==> src/rtl/pmp_addr_bank.sv <==
// pmp_addr_bank
//   Bank of PMPNumRegions address registers with per-region sticky lock bits
//   and a sequenced clear. A clear walks the regions one per cycle. It reloads
//   ClearValue into every unlocked region and leaves locked regions untouched.
//   Lock bits are set only by writes and cleared only by reset.
//
//   State | Meaning
//   ------+-----------------------------------------------------------
//   IDLE  | accepting writes; clr_req_i starts a clear walk at region 0
//   CLEAR | one region per cycle is cleared (if unlocked); writes stall
//
// Ports
//   clk_i           clock
//   rst_ni          asynchronous active-low reset
//   wr_req_i        write request, held by the requester until accepted
//   wr_idx_i        write target region
//   wr_data_i       write data
//   wr_lock_i       lock the target region together with this write
//   wr_ready_o      write can be accepted this cycle (combinational)
//   wr_err_o        the write accepted this cycle is rejected (combinational)
//   clr_req_i       single-cycle pulse that starts the clear walk
//   busy_o          clear walk in progress
//   rd_idx_i        read region
//   rd_data_o       registered read data, 0 for an out-of-range index
//   csr_pmp_addr_o  all region addresses, straight from the registers
//   lock_o          per-region lock bits, straight from the registers

module pmp_addr_bank #(
  parameter int unsigned                PMPNumRegions = 4,
  parameter int unsigned                PMPAddrWidth  = 34,
  parameter logic [PMPAddrWidth-1:0]    ClearValue    = '1,
  localparam int unsigned               IdxW = (PMPNumRegions > 1) ? $clog2(PMPNumRegions) : 1
) (
  input  logic                     clk_i,
  input  logic                     rst_ni,

  input  logic                     wr_req_i,
  input  logic [IdxW-1:0]          wr_idx_i,
  input  logic [PMPAddrWidth-1:0]  wr_data_i,
  input  logic                     wr_lock_i,
  output logic                     wr_ready_o,
  output logic                     wr_err_o,

  input  logic                     clr_req_i,
  output logic                     busy_o,

  input  logic [IdxW-1:0]          rd_idx_i,
  output logic [PMPAddrWidth-1:0]  rd_data_o,

  output logic [PMPAddrWidth-1:0]  csr_pmp_addr_o [PMPNumRegions],
  output logic [PMPNumRegions-1:0] lock_o
);

  typedef enum logic {
    IDLE  = 1'b0,
    CLEAR = 1'b1
  } state_e;

  state_e                     state_q, state_d;
  logic [IdxW-1:0]            cnt_q, cnt_d;
  logic [PMPAddrWidth-1:0]    region_q [PMPNumRegions];
  logic [PMPAddrWidth-1:0]    region_d [PMPNumRegions];
  logic [PMPNumRegions-1:0]   lock_q, lock_d;
  logic [PMPAddrWidth-1:0]    rd_data_q, rd_data_d;

  logic wr_idx_ok;
  logic wr_locked;
  logic wr_accept;
  logic wr_commit;
  logic rd_idx_ok;
  logic cnt_last;

  // Index ports are wider than needed when PMPNumRegions is not a power of
  // two, so both read and write indices are range-checked.
  assign wr_idx_ok = (32'(wr_idx_i) < PMPNumRegions);
  assign rd_idx_ok = (32'(rd_idx_i) < PMPNumRegions);

  // Never look at the lock vector with an out-of-range index.
  assign wr_locked = wr_idx_ok ? lock_q[wr_idx_i] : 1'b0;

  // A clear request wins over a write in the same cycle. The write stays
  // pending and is accepted once the walk has finished.
  assign wr_ready_o = (state_q == IDLE) && !clr_req_i;
  assign wr_accept  = wr_req_i && wr_ready_o;
  assign wr_err_o   = wr_accept && (!wr_idx_ok || wr_locked);
  assign wr_commit  = wr_accept && !wr_err_o;

  assign cnt_last = (32'(cnt_q) == (PMPNumRegions - 1));

  always_comb begin
    state_d  = state_q;
    cnt_d    = cnt_q;
    region_d = region_q;
    lock_d   = lock_q;

    case (state_q)
      IDLE: begin
        if (clr_req_i) begin
          state_d = CLEAR;
          cnt_d   = '0;
        end
      end
      CLEAR: begin
        // clr_req_i is deliberately not looked at here.
        if (!lock_q[cnt_q]) begin
          region_d[cnt_q] = ClearValue;
        end
        if (cnt_last) begin
          state_d = IDLE;
          cnt_d   = '0;
        end else begin
          cnt_d = cnt_q + IdxW'(1);
        end
      end
      default: begin
        state_d = IDLE;
        cnt_d   = '0;
      end
    endcase

    // A write can only commit in IDLE, so it never competes with the walk.
    if (wr_commit) begin
      region_d[wr_idx_i] = wr_data_i;
      if (wr_lock_i) begin
        lock_d[wr_idx_i] = 1'b1;
      end
    end
  end

  // The read samples the registers as they were before this edge's update.
  always_comb begin
    rd_data_d = '0;
    if (rd_idx_ok) begin
      rd_data_d = region_q[rd_idx_i];
    end
  end

  always_ff @(posedge clk_i or negedge rst_ni) begin
    if (!rst_ni) begin
      state_q   <= IDLE;
      cnt_q     <= '0;
      lock_q    <= '0;
      rd_data_q <= '0;
      for (int unsigned i = 0; i < PMPNumRegions; i++) begin
        region_q[i] <= ClearValue;
      end
    end else begin
      state_q   <= state_d;
      cnt_q     <= cnt_d;
      lock_q    <= lock_d;
      rd_data_q <= rd_data_d;
      region_q  <= region_d;
    end
  end

  assign busy_o         = (state_q == CLEAR);
  assign rd_data_o      = rd_data_q;
  assign csr_pmp_addr_o = region_q;
  assign lock_o         = lock_q;

endmodule

==> config.mk <==
export PLATFORM = sky130hd
export DESIGN_NAME = pmp_addr_bank
export DESIGN_NICKNAME = d
export VERILOG_FILES = /design/src/rtl/pmp_addr_bank.sv
export SDC_FILE = /design/constraint.sdc
export NUM_CORES = 1
export LEC_CHECK = 0
export ABC_CLOCK_PERIOD_IN_PS = 2600
export CORE_UTILIZATION = 49
export DETAILED_ROUTE_END_ITERATION = 8
export PLACE_DENSITY = 0.8
export SYNTH_ARGS = -nofsm -noshare
export SYNTH_HDL_FRONTEND = slang
export SYNTH_SLANG_ARGS = --single-unit
==> constraint.sdc <==
create_clock -name clk_i -period 2.6 [get_ports clk_i]
set_clock_uncertainty 0.1 [all_clocks]
set_input_delay 0.26 -clock clk_i [delete_from_list [all_inputs] [get_ports clk_i]]
set_output_delay 0.26 -clock clk_i [all_outputs]
set_load 0.1 [all_outputs]
After elaboration in Yosys (flattened, before gate mapping)
Index checks and enable logic that the tools add are counted.

word-level totals
  register bits = 177
  bits of input ports = 43
  output and inout bits = 177
  word-level logic and storage cells = 58

cells by class
  $add $sub $neg = 1
  magnitude comparators = 8
  equality and inequality tests = 2
  mux-type cells = 23
  bitwise gates (word level) = 6
  reduce and logical (&&, ||, !) cells = 10

operators by type and width
  cell                 count
  $mux 136             3
  $bwmux 136           1
  $demux 34 s2         2
  $mux 34              4
  $or 136x136->136     1
  $bmux 34 s2          1
  $ge 3x3->1 const B   3
  $not 2->3            3
  $logic_and 1x1->1    7
  $lt 2x3->1 const B   2
  $lt 3x1->1 const B   2
  $mux 1               5
  $bmux 1 s2           2
  $mux 2               2
  $or 4x4->4           1
  $pmux 2 s2           1
  $add 2x1->2 const B  1
  $demux 1 s2          1
  $eq 2x2->1 const B   1
  $ge 2x1->1 const B   1
  $logic_not 1->1      2
  $ne 2x2->1 const B   1
  $pmux 1 s2           1
  $reduce_and 2->1     1
  $not 1->1            1

Logic depth before layout (Yosys ltp)
Gate-level depths: netlist of the first run.

  word-level depth = 10
  mapped depth = 7
  gate-level depth less buffers = 5

Worst setup path after synthesis of the first run
OpenSTA, ideal clock, no wires.

  path type = register to register
  start = reg state_q (netlist: busy_o)
  end = reg cnt_q[0]
  library setup time = 0.083 ns
  arrival = 2.759 ns
  required time = 2.417 ns
  slack = -0.341 ns
  cell stages (with the launch flop) = 6
  path buffers = 2
  clock period less this slack = 2.941 ns
  cell sequence = dfrtp_1 -> buf_6 -> buf_2 -> nor2_1 -> nand2_1 -> o21ai_0

between the ends
  longest elaborated chain between the ends = 2
  elaborated cells on any way between the ends = 3
  those cells by class = eq/ne: 1; mux: 1; bitwise: 1

ends and longest elaborated chain
  element                                          RTL line  RTL
  start: declaration                               59        state_e state_q, state_d;
  start signal: assignment                         148       state_q <= state_d;
  $not 1->1                                        96        case (state_q)
  $pmux 2 s2 / $ne 2x2->1 (equally long branches)  -
  end signal: assignment                           149       cnt_q <= cnt_d;
  end: declaration                                 60        logic [IdxW-1:0] cnt_q, cnt_d;

Several ways; a longest one is shown, not always the timed one.
A chain may end at the register's enable or synchronous reset.

==> flow_summary.toml, run 1 <==
[synth]
synth.cell_area_mm2 = 0.00847
post_synth_main_area_contributors = "dfstp_2, dfrtp_1, mux4_2"
yosys.cell_types.count = 39
synth_nets = 766
synth.most_common_cell = "a21oi_1"
postSynthRegisterBits = 177
synth_cells = 719
synth-seq-area-share_pct = 54.3
synth-warning-count = 0
synth_top_cells_by_count = "a21oi_1, dfstp_2, a31oi_1, nor3_1, buf_2"
synth-edff-count = 0
synth_flop_cell = "dfstp_2"
syn_avg_cell_area_um2 = 11.8
yosys.area.top_type = "dfstp_2"
synth-async-reset-ratio_pct = 100
synth_top_cell_area_share_pct = 42.2

[layout]
antenna_cells = 0
drive_above_1_share_pct = 47.7
syn_to_final_growth_pct = 30.8
finish.net_count = 950
post-route-cell-area_mm2 = 0.0111
layout.core_utilization_pct = 66.3

[clock_tree]
cts_made_buffers = 17
cts_tree = "done"
number_of_sinks_driven_by_the_clock_tree = 177
insertion_delay_ps = 420
cts.root.buffer_cell = "clkbuf_16"
h-tree-depth = 4
cts_repair_resize_count = 0
postCtsSetupRepairBufs = 0
clk_pin_slew_ps = 70
clock_path_buffers = 2

[detailed_routing]
dr_iter_0_viols = 758
number_of_design_rule_violations_left_after_detail_routing = 0
routed_wire_length_per_instance_um = 24.6
detail-route-antenna-nets = 0
route.vias.total = 7567
wirelength_um = 27900
drt_first_pass_iters = 5
vias_per_cell = 6.66

[sta]
final.period_utilization_pct = 87.7
slew_limit_headroom_pct = 44.7
hold_violations = 0
max_transition_viols_final = 0
timing.final.ws_setup_ps = 320
report.final.setup_viol = 0
setup-tns-final_ps = 0
post-route-min-period_ps = 2280
worst_pin_slew_ps = 830
clock.fmax_mhz = 439
rsz0062_at_grt = "false"

[worst_setup_path]
cp_data_arrival_time_ps = 2510
criticalPathCategory = "flip-flop to flip-flop"
critical_path.startpoint_type = "flip-flop"
worst_ep_required_time_ps = 2830
critical_path.max_fanout = 23
critical_path.endpoint_type = "flip-flop"

[die]
floorplan.die.width_um = 133
die_area_mm2 = 0.0178
io_pins = 220
initial_utilization_pct = 50.7
rows = 47
die_y_um = 133
core_area_mm2 = 0.0167

[place]
gpl.final_weighted_congestion = 0.806
placed_cell_area_mm2 = 0.0104
placement.setup.worst_slack_ps = 370
hpwl_um = 17300
place.port_buffers = 219

[grt]
globalRoute.totalOverflow = 0
grt_first_pass_wirelength_um = 43500
grt_use_total_pct = 32.0
first_global_vias = 7435
grt_start_max_net_pins = 70
grt_antenna_before_repair = 0

[run]
max_cap_viols = 0

[pwr]
overall_power_of_the_completed_layout_mw = 16.7
power-per-cell-area_mw_per_mm2 = 1510
max-vdd-ir-drop_mv = 0.860
power.static_leakage_nw = 4.19

[run_status]
run_status = "completed"

[hold_path]
min_path_type = "primary input to async pin"
[repair_timing]
item                                    in CTS  in global routing
endpoints found under the setup margin       0                  0
hold endpoints to repair                    20                  0
hold buffers                                 1                  0
[critical path, cell delays in order, from the launching register on]
cell and delay (ps):
dfrtp_1 540, clkinv_1 360, ha_1 330, and3_1 170, a22oi_4 190, buf_4 360
a2bb2oi_1 140
[sequential cells by signal (all words and copies together), names as in the netlist]
name	flops
csr_pmp_addr_o	136
rd_data_o	34
lock_o	4
cnt_q	2
busy_o	1
[routing by layer]
metal | GRT usage (%) | up-vias | wire length, um | part of all wire, %
li1 | - | 3135 | - | -
met1 | 42.7 | 3769 | 10800 | 39
met2 | 50.6 | 591 | 13500 | 48
met3 | 7.23 | 72 | 2710 | 9.7
met4 | 13.1 | 0 | 876 | 3.1
met5 | 0 | - | 0 | 0
[cell type report]
class	instances	area [um^2]
tap	220	275
inverter	3	11.3
timing repair buffer	255	2180
multi-input combinational	449	3380
clock buffer	20	447
sequential	177	4600
clock inverter	12	181
fill	1269	5630
[per-stage QoR]
stage	hold slack [ps]	std cells
after floorplan	-136	719
after global placement	219	1103
after detailed placement	219	1103
after CTS	347	1136
after global routing	355	1136
final	337	1136
[kinds of logic (layout without fill, tap and decap cells)]
family | Yosys count | after routing | share of synthesized area [%]
compound gates | 280 | 280 | 20.0
flops | 177 | 177 | 54.3
simple gates | 128 | 128 | 8.93
buf+inv | 93 | 290 | 6.34
mux | 37 | 37 | 9.84
fa+ha+maj | 4 | 4 | 0.591
[cell usage in the layout (no fill, tap or decap), drive strengths merged, types with 2 or more instances in the layout]
| cell type | netlist | layout |
|---|---|---|
| a31oi | 102 | 102 |
| nor3 | 103 | 103 |
| nand4 | 6 | 6 |
| a2bb2oi | 34 | 34 |
| inv | 2 | 4 |
| clkbuf | 25 | 20 |
| nand2 | 4 | 4 |
| mux2i | 2 | 2 |
| or3b | 2 | 2 |
| ha | 4 | 4 |
| nor3b | 2 | 2 |
| buf | 65 | 215 |
| a21oi | 137 | 137 |
| bufinv | 0 | 4 |
| dfrtp | 41 | 41 |
| a41o | 2 | 2 |
| clkinv | 1 | 6 |
| nor2 | 2 | 2 |
| clkdlybuf4s50 | 0 | 39 |
| dfstp | 136 | 136 |
| mux4 | 35 | 35 |
[final timing paths]
| kind | startpoint | end | slack, ps | depth (start not counted) |
|---|---|---|---|---|
| setup / recovery | cnt_q[0] | csr_pmp_addr_o[107] | 320 | 6 |
| hold / removal | rst_ni | rd_data_o[1] | 340 | 2 |
| min in group clk_i | rd_idx_i[0] | rd_data_o[33] | 350 | 3 |
| setup reg to reg | cnt_q[0] | csr_pmp_addr_o[107] | 320 | 6 |
| max in group asynchronous | rst_ni | csr_pmp_addr_o[31] | 1290 | 3 |
| hold reg to reg | csr_pmp_addr_o[116] | csr_pmp_addr_o[116] | 450 | 2 |
[power breakdown]
group / internal (mW) / switching (mW) / leakage (nW)
Combinational: 1.96 / 7.35 / 2.06
Sequential: 3.88 / 0.747 / 1.82
Clock: 1.64 / 1.11 / 0.305
Total: 7.49 / 9.20 / 4.19
Note: power is estimated with default switching activity, not from simulation.
==> run 2, diff against run 1 <==
--- a/config.mk
+++ b/config.mk
@@ -9,6 +9,7 @@
 export CORE_UTILIZATION = 49
 export DETAILED_ROUTE_END_ITERATION = 8
 export PLACE_DENSITY = 0.8
+export SLEW_MARGIN = 20
 export SYNTH_ARGS = -nofsm -noshare
 export SYNTH_HDL_FRONTEND = slang
 export SYNTH_SLANG_ARGS = --single-unit
==> results of run 2 <==
The final DEF is identical to that of run 1; final timing and power are the same.
==> run 3, diff against run 2 <==
--- a/config.mk
+++ b/config.mk
@@ -7,8 +7,10 @@
 export LEC_CHECK = 0
 export ABC_CLOCK_PERIOD_IN_PS = 2600
 export CORE_UTILIZATION = 49
+export CTS_CLUSTER_DIAMETER = 150
 export DETAILED_ROUTE_END_ITERATION = 8
 export PLACE_DENSITY = 0.8
+export SETUP_SLACK_MARGIN = 0.15
 export SLEW_MARGIN = 20
 export SYNTH_ARGS = -nofsm -noshare
 export SYNTH_HDL_FRONTEND = slang
==> results of run 3 <==
The final DEF is identical to that of run 1; final timing and power are the same.
